<file path="src/rtl/unary_array_pkg.sv">
// rtl/unary_array_pkg.sv - shared defaults, ifm type and feeder FSM encoding
package unary_array_pkg;

  localparam int DEF_HEIGHT = 32;
  localparam int DEF_IWIDTH = 16;
  localparam int DEF_CWIDTH = 16;

  typedef logic signed [DEF_IWIDTH-1:0] ifm_t;

  typedef enum logic [1:0] {
    IDLE  = 2'd0,
    RUN   = 2'd1,
    DRAIN = 2'd2
  } feed_state_t;

endpackage

</file>
<file path="src/rtl/skew_line.sv">
// rtl/skew_line.sv - D-stage shift register, D=0 degenerates to a wire
module skew_line #(
  parameter int D = 1,
  parameter int W = 1
) (
  input  logic         clk,
  input  logic         rst_n,
  input  logic [W-1:0] d,
  output logic [W-1:0] q
);

  if (D == 0) begin : g_wire
    logic unused_clk_rst;
    assign unused_clk_rst = clk ^ rst_n;
    assign q = d;
  end else begin : g_shift
    logic [W-1:0] sr [D];

    // Shift the control word one stage per clock, cleared on reset
    always_ff @(posedge clk or negedge rst_n) begin
      if (!rst_n) begin
        for (int i = 0; i < D; i++) sr[i] <= '0;
      end else begin
        sr[0] <= d;
        for (int i = 1; i < D; i++) sr[i] <= sr[i-1];
      end
    end

    assign q = sr[D-1];
  end

endmodule

</file>
<file path="src/rtl/ifm_skew_feeder.sv">
// rtl/ifm_skew_feeder.sv - diagonally skewed ifm feeder for the systolic array (optional IFM_ZERO_SKIP_EN)
module ifm_skew_feeder
  import unary_array_pkg::*;
#(
  parameter int HEIGHT = DEF_HEIGHT,
  parameter int IWIDTH = DEF_IWIDTH,
  parameter int CWIDTH = DEF_CWIDTH
) (
  input  logic                     clk,
  input  logic                     rst_n,
  input  logic                     in_valid,
  output logic                     in_ready,
  input  logic signed [IWIDTH-1:0] in_ifm [HEIGHT],
  input  logic        [CWIDTH-1:0] mac_len,
  output logic signed [IWIDTH-1:0] ifm [HEIGHT],
  output logic        [HEIGHT-1:0] en_i,
  output logic        [HEIGHT-1:0] clr_i,
  output logic        [HEIGHT-1:0] mac_done,
  output logic                     busy
);

  localparam logic [CWIDTH-1:0] LMIN = CWIDTH'(HEIGHT);

  feed_state_t               state;
  logic        [CWIDTH-1:0]  cnt;
  logic        [CWIDTH-1:0]  lm1;
  logic signed [IWIDTH-1:0]  vec_q [HEIGHT];
  logic                      accept;
  logic                      nx_en;
  logic                      nx_done;
  logic        [3:0]         ctl_src;
  logic        [3:0]         ctl_d [HEIGHT];

  // Ready depends only on state/counter: RUN opens only on its last cycle
  assign in_ready = (state != RUN) || (cnt == lm1);
  assign accept   = in_valid && in_ready;

  // Row-0 control one cycle ahead of the outputs; the row registers add that cycle
  assign nx_en   = accept || ((state == RUN) && (cnt != lm1));
  assign nx_done = (state == RUN) && (cnt == lm1 - CWIDTH'(1));
  assign ctl_src = {accept, nx_en, nx_done, accept};

  assign busy = (state != IDLE) || (|en_i);

  // Sequencer: hold each vector for L cycles, then drain the skew for HEIGHT-1 cycles
  always_ff @(posedge clk or negedge rst_n) begin
    if (!rst_n) begin
      state <= IDLE;
      cnt   <= '0;
      lm1   <= LMIN - CWIDTH'(1);
    end else if (accept) begin
      state <= RUN;
      cnt   <= '0;
      lm1   <= (mac_len < LMIN) ? (LMIN - CWIDTH'(1)) : (mac_len - CWIDTH'(1));
    end else begin
      case (state)
        RUN: begin
          if (cnt == lm1) begin
            state <= DRAIN;
            cnt   <= '0;
          end else begin
            cnt <= cnt + CWIDTH'(1);
          end
        end
        DRAIN: begin
          if (cnt == CWIDTH'(HEIGHT - 2)) begin
            state <= IDLE;
            cnt   <= '0;
          end else begin
            cnt <= cnt + CWIDTH'(1);
          end
        end
        default: cnt <= '0;
      endcase
    end
  end

  // Vector register; the clamp keeps it stable until the last row has loaded
  always_ff @(posedge clk or negedge rst_n) begin
    if (!rst_n) begin
      for (int h = 0; h < HEIGHT; h++) vec_q[h] <= '0;
    end else if (accept) begin
      vec_q <= in_ifm;
    end
  end

  for (genvar h = 0; h < HEIGHT; h++) begin : g_row
    logic signed [IWIDTH-1:0] src;
    logic signed [IWIDTH-1:0] ifm_q;
    logic                     clr_q;
    logic                     en_q;
    logic                     done_q;
    logic                     zero;

    skew_line #(.D(h), .W(4)) u_skew (
      .clk   (clk),
      .rst_n (rst_n),
      .d     (ctl_src),
      .q     (ctl_d[h])
    );

    // Row 0 loads on the accept edge itself, before vec_q has the data
    assign src = (h == 0) ? in_ifm[h] : vec_q[h];

`ifdef IFM_ZERO_SKIP_EN
    logic skip_q;
    assign zero = ctl_d[h][0] ? (src == '0) : skip_q;

    // Remember per vector whether this row's element is zero
    always_ff @(posedge clk or negedge rst_n) begin
      if (!rst_n)             skip_q <= 1'b0;
      else if (ctl_d[h][0])   skip_q <= (src == '0);
    end
`else
    assign zero = 1'b0;
`endif

    // Output registers for this row, driven by its skewed control word
    always_ff @(posedge clk or negedge rst_n) begin
      if (!rst_n) begin
        clr_q  <= 1'b0;
        en_q   <= 1'b0;
        done_q <= 1'b0;
        ifm_q  <= '0;
      end else begin
        clr_q  <= ctl_d[h][3];
        en_q   <= ctl_d[h][2] & ~zero;
        done_q <= ctl_d[h][1];
        if (ctl_d[h][0]) ifm_q <= src;
      end
    end

    assign clr_i[h]    = clr_q;
    assign en_i[h]     = en_q;
    assign mac_done[h] = done_q;
    assign ifm[h]      = ifm_q;
  end

endmodule

</file>
<file path="config.mk">
export PLATFORM = sky130hd
export DESIGN_NAME = ifm_skew_feeder
export DESIGN_NICKNAME = d
export VERILOG_FILES = /design/src/rtl/unary_array_pkg.sv /design/src/rtl/skew_line.sv /design/src/rtl/ifm_skew_feeder.sv
export SDC_FILE = /design/constraint.sdc
export NUM_CORES = 1
export LEC_CHECK = 0
export CORE_AREA = 2 2 441 443
export DETAILED_ROUTE_END_ITERATION = 6
export DIE_AREA = 0 0 443 445
export PLACE_DENSITY = 0.52
export SYNTH_ARGS = -nofsm -noshare
export SYNTH_HDL_FRONTEND = slang
export SYNTH_SLANG_ARGS = --single-unit
</file>
<file path="constraint.sdc">
create_clock -name clk -period 3.15 [get_ports clk]
set_input_delay 0.63 -clock clk [delete_from_list [all_inputs] [get_ports clk]]
set_output_delay 0.63 -clock clk [all_outputs]
set_load 0.01 [all_outputs]
</file>
==> results.yml <==
pwr:
  leakage_nw: 27.53
  ir_worst_vdd_mv: 0.6158
  powerDensity_mw_per_mm2: 1094
synthesis:
  syn_avg_cell_area_um2: 17.13
  ys_warn_count: 0
  yosysTopAreaCell: "dfrtp_1"
  syn_nets: 3157
  ys_ff_latch: 1138
  async_reset_ff_frac: 1.000
  synth_top_area_frac: 0.6321
  synth_edf_count: 0
  synth_area_leaders: "dfrtp_1, mux2_4, mux2_2, buf_4, buf_6"
  syn_inst: 2619
  yosysSeqAreaShare: 0.6351
  ys.flop_type: "dfrtp_1"
  ys_types: 50
  syn_area_mm2: 0.04485
die:
  die_area_mm2: 0.1971
  start_util: 0.2336
  num_rows: 161
  fp.dieH_um: 445
  die_w_um: 443
  io_pins: 1141
  coreArea_mm2: 0.1920
global_routing:
  grt_max_degree: 83
  antenna_found_initial: 58
  grt-ovfl-total: 0
  grt_pass1_wl_um: 225700
  grt_pass1_vias: 27871
  grt_use_total: 0.1609
sta:
  slew_headroom: 0.5161
  tightest_slew_ns: 0.7259
  holdWs_ns: 0.3729
  hold_violations: 0
  slew_viol_final: 0
  rsz0062_at_grt: "yes"
  setup_viol: 0
  finClkSkew_ns: 0.03776
  finalSetupTns_ns: 0
  fmax_mhz: 329.0
  period_needed_ns: 3.040
  timing.final.crit_share: 0.9651
setup_path:
  worst_ep_arrival_time_ns: 3.67
  crit_fanout: 32
  cpMostUsedCell: "buf_4"
  critPathTopFamily: "buffers and inverters"
  cp-end-kind: "flip-flop"
  crit_path_start_kind: "flip-flop"
  cp_data_required_time_ns: 3.78
  cp_slowest_cell: "dfrtp_2"
  crit_buf_inv: 5
  max_stage_delay_ns: 0.44
  criticalPathCategory: "reg -> reg"
  crit_path_cell_trace: "xor2_2 -> nor4_2 -> nand4_1 -> o41a_1 -> inv_4 -> buf_4 -> buf_4 -> nand2_8 -> buf_12 -> buf_4 -> mux2_4"
final_layout:
  fill_cells: 18861
  postLayoutCellArea_mm2: 0.06372
  multi_input_area_mm2: 0.01476
  layout.nets: 4327
  seq_area_mm2: 0.02849
  syn2layout_area_growth_pct: 42.07
  drive_above_1_share: 0.3495
drt:
  drt-pass1-iter-count: 5
  drt_iter0_markers: 1224
  detail_route.wl_per_cell_um: 25.26
  vias_per_cell: 4.079
  finalWirelength_um: 162600
  antenna_left: 0
  drcViolationCount: 0
  vias: 26263
run_status:
  status: "finished, final reports clean"
cts:
  cts_tree: "yes"
  cts_sinks: 1138
  insertion_delay_ns: 0.79
  cts_buffers: 136
  clockBufferDepth: 3
  cts.clk_slew.worst_paths_ns: 0.06
  cts_root_buffer: "clkbuf_16"
  htree_levels: 4
worst_hold_path:
  worstHoldPathType: "reg -> reg"
placement:
  dp_hpwl_um: 124900
  postPlaceCellArea_mm2: 0.05900
  place_congestion: 0.8697
  io_buffers: 1140
flow_run:
  maxCapViolations: 0
## sequential cells by signal, indices dropped and copies added (netlist names)
signal and cells:
state 2, lm1 16, g_row.u_skew.q 3, g_row.done_q 1, g_row.clr_q 1, g_row.u_skew.g_shift.sr 90, g_row.src 496, g_row.en_q 1
g_row.ifm_q 512, cnt 16
## cell usage in the layout (no fill, tap or decap), types with 4 or more instances in the layout
cell type        count
bufinv_16            8
nor2_1              37
mux2_2             539
a21oi_1             11
nand2b_1             4
inv_1               11
clkbuf_1            33
clkbuf_16          141
nand4_1              5
o21ai_0             10
diode_2             21
nor2b_1              4
ha_1                 6
buf_12              27
clkbuf_8            24
dfstp_2              5
clkinv_2            15
dfrtp_1           1128
xor2_1              21
nand2_1             15
or4_1                6
dfrtp_2              5
nor4_1              13
inv_6                5
mux2_4             469
xnor2_1             21
buf_4               87
mux2_1              12
nand3_1             13
nor3_1               6
or3_1                5
a31oi_1              6
clkdlybuf4s50_1   1137
## final timing paths
kind                                                       from                             end  slack [ns]  cells after the start
worst max-delay path                                     lm1[9]                g_row[18].src[6]        0.11                     11
min in group asynchronous                                 rst_n             g_row[15].ifm_q[10]        0.50                      2
worst min register to register  g_row[31].u_skew.g_shift.sr[13]  g_row[31].u_skew.g_shift.sr[9]        0.37                      0
max in group asynchronous                                 rst_n                          lm1[9]        1.66                      3
worst min-delay path            g_row[31].u_skew.g_shift.sr[13]  g_row[31].u_skew.g_shift.sr[9]        0.37                      0
worst max register to register                           lm1[9]                g_row[18].src[6]        0.11                     11
## synth_stat cells (11+ instances only)
library cell / n
nand2_1: 15
mux2_1: 12
xor2_1: 24
buf_4: 97
a21oi_1: 11
buf_1: 19
nand3_1: 13
mux2_4: 469
nor2_1: 37
xnor2_1: 22
nor4_1: 14
dfrtp_1: 1133
buf_6: 55
inv_1: 12
clkbuf_1: 47
mux2_2: 539
## cells by family (layout without fill, tap and decap cells)
| family | after synthesis | in the layout | synth area share |
|---|---|---|---|
| AOI/OAI and AO/OA | 43 | 43 | 0.006082 |
| xor gates and xnor gates | 46 | 46 | 0.008982 |
| adders and majority gates | 7 | 7 | 0.001953 |
| buffers and inverters | 238 | 1510 | 0.03741 |
| DFF | 1138 | 1138 | 0.6351 |
| muxes | 1020 | 1020 | 0.2953 |
| other | 0 | 21 | 0 |
| and+or+nand+nor | 127 | 127 | 0.01518 |
## report_power, final
group / switching [mW] / leakage [nW] / internal, mW
clock network: 6.61 / 2.22 / 9.46
registers: 5.17 / 13.4 / 21.8
logic: 10.5 / 11.9 / 16.2
## stage by stage
stage / total power [mW] / setup slack [ns] / std cells / util
finish: 69.74 / 0.1101 / 6438 / 0.3319
global route: 73.12 / -0.001738 / 6431 / 0.3318
CTS: 70.79 / -0.03440 / 6416 / 0.3313
detailed placement: 54.12 / 0.06106 / 6173 / 0.3073
global placement: 53.75 / -0.004940 / 6173 / 0.3073
floorplan: 39.77 / 0.5531 / 2619 / -
## routing by layer
| layer | global-route usage | wire length, µm | vias to the layer above |
|---|---|---|---|
| met5 | 0 | 380 | - |
| met4 | 0.05686 | 5408 | 60 |
| met3 | 0.05240 | 11030 | 271 |
| met2 | 0.2643 | 78790 | 730 |
| met1 | 0.1972 | 66990 | 13737 |
| li1 | - | - | 11465 |
## repair_timing
action	in CTS	in global routing
gates resized for setup	13	8
endpoints found under the setup margin	2	49
gates cloned	0	1
hold endpoints to repair	57	0
hold buffers	1	0
pin swaps	4	4
setup buffers	2	0
## area by class of cell
cell class                 count  area share
antenna                       21   0.0008247
clock inverter                43    0.009268
clock buffer                 197     0.06211
sequential                  1138      0.4471
tap                         2526     0.04960
timing repair buffer        1256      0.1986
inverter                      14   0.0008640
multi-input combinational   1243      0.2316
## worst reg2reg max path, cell delays in order, from the launching register on
cell and delay, ns:
dfrtp_2 0.44, xor2_2 0.17, nor4_2 0.28, nand4_1 0.14
o41a_1 0.40, inv_4 0.11, buf_4 0.15, buf_4 0.16
nand2_8 0.07, buf_12 0.17, buf_4 0.50, mux2_4 0.33
(Power assumes the default switching activity.)
